[src/rtl/mips_pkg.sv]
// -----------------------------------------------------------------------------
// mips_pkg
// Shared definitions for the pipelined MIPS core front end.
//   REDIR_*   : 2-bit redirect select encodings driven by the decode stage
//   NOP_INSTR : encoding used for a bubble in the IF/ID register
//   XLEN/ID_W : native word width and the width of the IF/ID bundle
//               (instr + pc + pc4 + valid)
// -----------------------------------------------------------------------------
package mips_pkg;

  localparam logic [1:0] REDIR_NONE = 2'b00;
  localparam logic [1:0] REDIR_BR   = 2'b01;
  localparam logic [1:0] REDIR_J    = 2'b10;
  localparam logic [1:0] REDIR_JR   = 2'b11;

  localparam logic [31:0] NOP_INSTR = 32'h0000_0000;

  localparam int XLEN = 32;
  localparam int ID_W = 3 * XLEN + 1;

endpackage : mips_pkg

[src/rtl/npc_sel.sv]
// -----------------------------------------------------------------------------
// npc_sel
// Combinational next-PC selector for the fetch stage.
//   pc_i       : current fetch PC
//   id_pc4_i   : PC+4 of the instruction in ID (base for branch / j)
//   j_idx_i    : 26-bit instruction index field of the j/jal in ID
//   br_imm_i   : sign-extended branch offset, in words
//   jr_word_i  : jr target with the two byte-offset bits already dropped
//   sel_i      : redirect select (already qualified by ID valid)
//   npc_o      : next PC
// -----------------------------------------------------------------------------
module npc_sel
  import mips_pkg::*;
#(
  parameter int DATA_W = 32
) (
  input  logic [DATA_W-1:0] pc_i,
  input  logic [DATA_W-1:0] id_pc4_i,
  input  logic [25:0]       j_idx_i,
  input  logic [DATA_W-1:0] br_imm_i,
  input  logic [DATA_W-3:0] jr_word_i,
  input  logic [1:0]        sel_i,
  output logic [DATA_W-1:0] npc_o
);

  always_comb begin
    // NOTE: a default before the case keeps every path assigned, so no latch.
    npc_o = pc_i + DATA_W'(4);
    case (sel_i)
      REDIR_BR: npc_o = id_pc4_i + (br_imm_i << 2);
      REDIR_J:  npc_o = {id_pc4_i[DATA_W-1:28], j_idx_i, 2'b00};
      REDIR_JR: npc_o = {jr_word_i, 2'b00};
      default:  npc_o = pc_i + DATA_W'(4);
    endcase
  end

endmodule : npc_sel

[src/rtl/if_stage_p.sv]
// -----------------------------------------------------------------------------
// if_stage_p
// Fetch stage: PC register, next-PC selection and the IF/ID register.
//   clk, rst      : clock; synchronous active-high reset
//   stall_i       : hold PC and IF/ID (load-use hazard)
//   flush_i       : load a bubble into IF/ID, PC still advances
//   redir_sel_i   : redirect from ID (none / branch / j / jr)
//   br_imm_i      : branch offset in words
//   jr_tgt_i      : jr target register value
//   im_addr_o     : instruction-memory word address (combinational from pc)
//   im_rdata_i    : instruction at im_addr_o, same cycle
//   id_instr_o, id_pc_o, id_pc4_o, id_valid_o : IF/ID register
//   misalign_o    : sticky flag, jr taken to a non word-aligned target
//   fetch_cnt_o   : saturating count of instructions accepted into IF/ID
//   bubble_cnt_o  : saturating count of bubbles inserted into IF/ID
// -----------------------------------------------------------------------------
module if_stage_p
  import mips_pkg::*;
#(
  parameter int              DATA_W   = 32,
  parameter int              IM_AW    = 10,
  parameter logic [DATA_W-1:0] RESET_PC = '0,
  parameter int              CNT_W    = 16
) (
  input  logic              clk,
  input  logic              rst,
  input  logic              stall_i,
  input  logic              flush_i,
  input  logic [1:0]        redir_sel_i,
  input  logic [DATA_W-1:0] br_imm_i,
  input  logic [DATA_W-1:0] jr_tgt_i,
  output logic [IM_AW-1:0]  im_addr_o,
  input  logic [DATA_W-1:0] im_rdata_i,
  output logic [DATA_W-1:0] id_instr_o,
  output logic [DATA_W-1:0] id_pc_o,
  output logic [DATA_W-1:0] id_pc4_o,
  output logic              id_valid_o,
  output logic              misalign_o,
  output logic [CNT_W-1:0]  fetch_cnt_o,
  output logic [CNT_W-1:0]  bubble_cnt_o
);

  logic [DATA_W-1:0] r_pc;
  logic [DATA_W-1:0] r_id_instr;
  logic [DATA_W-1:0] r_id_pc;
  logic [DATA_W-1:0] r_id_pc4;
  logic              r_id_valid;
  logic              r_misalign;
  logic [CNT_W-1:0]  r_fetch_cnt;
  logic [CNT_W-1:0]  r_bubble_cnt;

  logic [1:0]        w_sel;
  logic              w_redir;
  logic              w_jr_misalign;
  logic [DATA_W-1:0] w_npc;
  logic [DATA_W-1:0] w_pc4;

  // A redirect only counts when ID holds a real instruction; a bubble in ID
  // must never steer the PC.
  assign w_sel         = r_id_valid ? redir_sel_i : REDIR_NONE;
  assign w_redir       = (w_sel != REDIR_NONE);
  assign w_jr_misalign = (w_sel == REDIR_JR) && (jr_tgt_i[1:0] != 2'b00);
  assign w_pc4         = r_pc + DATA_W'(4);

  npc_sel #(.DATA_W(DATA_W)) u_npc_sel (
    .pc_i      (r_pc),
    .id_pc4_i  (r_id_pc4),
    .j_idx_i   (r_id_instr[25:0]),
    .br_imm_i  (br_imm_i),
    .jr_word_i (jr_tgt_i[DATA_W-1:2]),
    .sel_i     (w_sel),
    .npc_o     (w_npc)
  );

  always_ff @(posedge clk) begin
    // NOTE: state registers use <= so every flop samples pre-edge values.
    if (rst) begin
      r_pc         <= RESET_PC;
      r_id_instr   <= DATA_W'(NOP_INSTR);
      r_id_pc      <= '0;
      r_id_pc4     <= '0;
      r_id_valid   <= 1'b0;
      r_misalign   <= 1'b0;
      r_fetch_cnt  <= '0;
      r_bubble_cnt <= '0;
    end else if (!stall_i) begin
      r_pc <= w_npc;
      // The instruction fetched alongside a redirect is wrong-path.
      if (flush_i || w_redir) begin
        r_id_instr <= DATA_W'(NOP_INSTR);
        r_id_pc    <= '0;
        r_id_pc4   <= '0;
        r_id_valid <= 1'b0;
        if (r_bubble_cnt != '1) r_bubble_cnt <= r_bubble_cnt + 1'b1;
      end else begin
        r_id_instr <= im_rdata_i;
        r_id_pc    <= r_pc;
        r_id_pc4   <= w_pc4;
        r_id_valid <= 1'b1;
        if (r_fetch_cnt != '1) r_fetch_cnt <= r_fetch_cnt + 1'b1;
      end
      if (w_jr_misalign) r_misalign <= 1'b1;
    end
  end

  assign im_addr_o    = r_pc[IM_AW+1:2];
  assign id_instr_o   = r_id_instr;
  assign id_pc_o      = r_id_pc;
  assign id_pc4_o     = r_id_pc4;
  assign id_valid_o   = r_id_valid;
  assign misalign_o   = r_misalign;
  assign fetch_cnt_o  = r_fetch_cnt;
  assign bubble_cnt_o = r_bubble_cnt;

endmodule : if_stage_p

[config.mk]
export PLATFORM = sky130hd
export DESIGN_NAME = if_stage_p
export DESIGN_NICKNAME = d
export VERILOG_FILES = /design/src/rtl/mips_pkg.sv /design/src/rtl/npc_sel.sv /design/src/rtl/if_stage_p.sv
export SDC_FILE = /design/constraint.sdc
export NUM_CORES = 1
export LEC_CHECK = 0
export ABC_AREA = 1
export CAP_MARGIN = 10
export CORE_MARGIN = 5
export CORE_UTILIZATION = 35
export DETAILED_ROUTE_END_ITERATION = 7
export GPL_ROUTABILITY_DRIVEN = 0
export GPL_TIMING_DRIVEN = 0
export SLEW_MARGIN = 20
export SYNTH_ARGS = -nofsm -noshare
export SYNTH_HDL_FRONTEND = slang
export SYNTH_SLANG_ARGS = --single-unit
export TNS_END_PERCENT = 50
[constraint.sdc]
create_clock -name clk -period 3.35 [get_ports clk]
set_clock_uncertainty 0.2 [all_clocks]
set_input_delay 0.67 -clock clk [delete_from_list [all_inputs] [get_ports clk]]
set_output_delay 0.67 -clock clk [all_outputs]
set_load 0.03 [all_outputs]
==> impl_metrics.py <==
metrics = {
    "global_route": {
        "grt_pass1_wl_um": 57950,
        "grt_max_degree": 18,
        "grt_use_total_pct": 24.44,
        "grt-ovfl-total": 0,
        "grt_pass1_vias": 9862,
        "antenna_found_initial": 1,
    },
    "routing": {
        "antenna_left": 0,
        "drc": 0,
        "routedWlPerCell_um": 19.08,
        "vias": 10370,
        "routed_wl_um": 37750,
        "drt_iter0_drc": 942,
        "viasPerCell": 5.241,
        "drt_first_pass_iters": 5,
    },
    "cells_and_area": {
        "num_antenna_cells": 0,
        "nFillCells": 2691,
        "fin_area_mm2": 0.01264,
        "nNetsFinal": 1765,
        "drive_gt1_share_pct": 5.782,
        "area_delta_synth_final_pct": 36.45,
        "layout.cells.non_filler": 1978,
    },
    "cts": {
        "clock_latency_ns": 0.45,
        "cts-resized-gates": 0,
        "cts_hold_repair.buffers": 0,
        "cts_buffers": 17,
        "cts_tree": "done",
        "cts_setup_buffers": 0,
        "cts.sinks": 160,
        "root_buffer": "clkbuf_16",
        "cts.clk_slew.worst_paths_ns": 0.07,
        "htree_levels": 4,
        "cts_buffer_depth": 2,
    },
    "min_path": {
        "hp-start": "id_pc_o[8]",
        "hold_path_class": "reg2reg",
    },
    "sta": {
        "final.hold.worst_slack_ns": 0.2566,
        "hold_violations": 0,
        "rsz0062_at_grt": "no",
        "layout_min_cycle_time_ns": 2.902,
        "setup_viol": 0,
        "worst_slew_pin_slew_ns": 0.7482,
        "fin_crit_sh_pct": 86.63,
        "drv_slew": 0,
        "fmaxAchievable_mhz": 344.6,
        "timing.setup.tns_ns": 0,
        "maxSlewHeadroom_pct": 50.12,
    },
    "critical_path": {
        "critPathKind": "in2reg",
        "rr_startpoint": "id_valid_o",
        "cp.arrival_ns": 3.01,
        "crit_path_start": "redir_sel_i[1]",
        "cp-end-kind": "flop",
        "crit_path_start_kind": "input port",
        "required_ns": 3.46,
        "path_max_fanout": 10,
    },
    "die": {
        "io_pins": 242,
        "die_w_um": 172.7,
        "row_count": 59,
        "die_h_um": 172.7,
        "coreArea_mm2": 0.02606,
        "die_area_mm2": 0.02981,
        "start_util_pct": 35.54,
    },
    "power_and_ir_drop": {
        "p_leak_nw": 4.786,
        "max-vdd-ir-drop_mv": 0.2692,
        "power.density_mw_per_mm2": 383.4,
        "finalPower_mw": 4.845,
    },
    "synthesis": {
        "syn_area_mm2": 0.009261,
        "synth_edf_count": 0,
        "async_reset_ff_share_pct": 0,
        "yosysWarnings": 0,
        "avgSynthCellArea_um2": 6.745,
        "ys.flop_type": "dfxtp_1",
        "synth.distinct_cells": 50,
        "synth_area_leaders": "dfxtp_1, nand2_1, a21oi_1, inv_1, ha_1",
        "synth_seq_cells": 160,
        "yosysTopAreaCell": "dfxtp_1",
        "synth_nets": 1508,
        "yosysSeqAreaShare_pct": 34.59,
        "synthCells": 1373,
        "synth.top_cell.area_share_pct": 34.59,
    },
    "placed_design": {
        "dp_hpwl_um": 29970,
        "placed_cells": 1946,
        "postPlaceCellArea_mm2": 0.01206,
        "port_buffers": 238,
    },
    "run": {
        "drv_cap": 0,
    },
    "run_status": {
        "status": "finished, final reports clean",
    },
}
-- cells in the mapped netlist, types with 8 or more instances --
| library cell | number |
|---|---|
| nand2_1 | 402 |
| buf_2 | 11 |
| inv_1 | 120 |
| a21oi_1 | 185 |
| o21bai_1 | 8 |
| nand3_1 | 73 |
| or2_2 | 10 |
| nand4_1 | 16 |
| ha_1 | 32 |
| dfxtp_1 | 160 |
| nor2_1 | 85 |
| a221oi_1 | 20 |
| xor2_1 | 26 |
| o21ai_0 | 56 |
| buf_4 | 13 |
| nor3_1 | 30 |
| a22oi_1 | 8 |
| clkbuf_1 | 36 |
-- worst max-delay path, stage by stage --
cell             delay (ns)
clkdlybuf4s50_1        0.50
nand2_1                0.11
nand2_2                0.16
clkinv_1               0.35
nor2_2                 0.32
inv_1                  0.17
buf_6                  0.18
a221oi_1               0.43
a21oi_1                0.14
-- layer usage --
layer	GRT usage, %	wire (um)	part of all wire (%)	up-vias
met5	0	7	0.019	-
met4	8.287	1188	3.1	2
met3	7.096	3226	8.5	72
met2	39.23	16960	45	445
met1	31.57	16370	43	4763
li1	-	-	-	5084
-- worst paths after layout --
path,to,slack (ns),cells after the start
worst max-delay path,r_pc[16],0.45,9
worst min-delay path,id_pc_o[8],0.26,2
worst min register to register,id_pc_o[8],0.26,2
worst max register to register,r_pc[16],0.75,8
-- through the flow --
step / util (%) / setup WS (ns)
2_1_floorplan: - / 0.8251
3_3_place_gp: 46.29 / 0.05961
3_5_place_dp: 46.29 / 0.02341
4_1_cts: 48.49 / 0.4950
5_1_grt: 48.49 / 0.2101
6_report: 48.49 / 0.4479
-- layout by cell type, fill, tap and decap left out, types with 6 or more instances in the layout --
master and count:
buf_4 13, clkdlybuf4s50_1 238, nor4_1 6, nand2_1 402, nand4_1 16, o21ai_0 56
a221oi_1 20, nor3_1 30, ha_1 32, dfxtp_1 160, xor2_1 26, nand3_1 73
nor2_1 85, a22oi_1 8, inv_1 120, o21bai_1 8, or2_2 10, clkbuf_16 17
nand2_2 7, xnor2_1 7, a21oi_1 185, clkbuf_1 36, buf_2 11
-- cell type report --
class	count	area [um2]	area share (%)
Sequential cell	160	3203	25.35
Buffer	67	352.8	2.792
Multi-Input combinational cell	1022	5239	41.46
Timing Repair Buffer	238	2382	18.85
Tap cell	335	419.2	3.317
Inverter	124	466.7	3.693
Clock inverter	15	148.9	1.178
Clock buffer	17	425.4	3.366
-- report_power, final --
group / switching [mW] / leakage [nW] / internal, mW
logic: 0.501 / 3.21 / 0.338
registers: 0.0835 / 1.30 / 1.97
clock network: 0.968 / 0.274 / 0.989
-- kinds of logic after synthesis --
group                      count (synthesis)  share of synthesized area (%)
xor gates and xnor gates                  33                          3.121
and+or+nand+nor                          653                          30.38
DFF                                      160                          34.59
buffers and inverters                    191                          8.849
AOI/OAI and AO/OA                        303                          18.52
adders and majority gates                 33                          4.539
-- registers in the layout, summed over array words and instances (netlist names) --
signal	count
id_instr_o	32
id_pc_o	32
r_pc	32
id_pc4_o	30
bubble_cnt_o	16
fetch_cnt_o	16
id_valid_o	1
misalign_o	1
(Power assumes the default switching activity.)
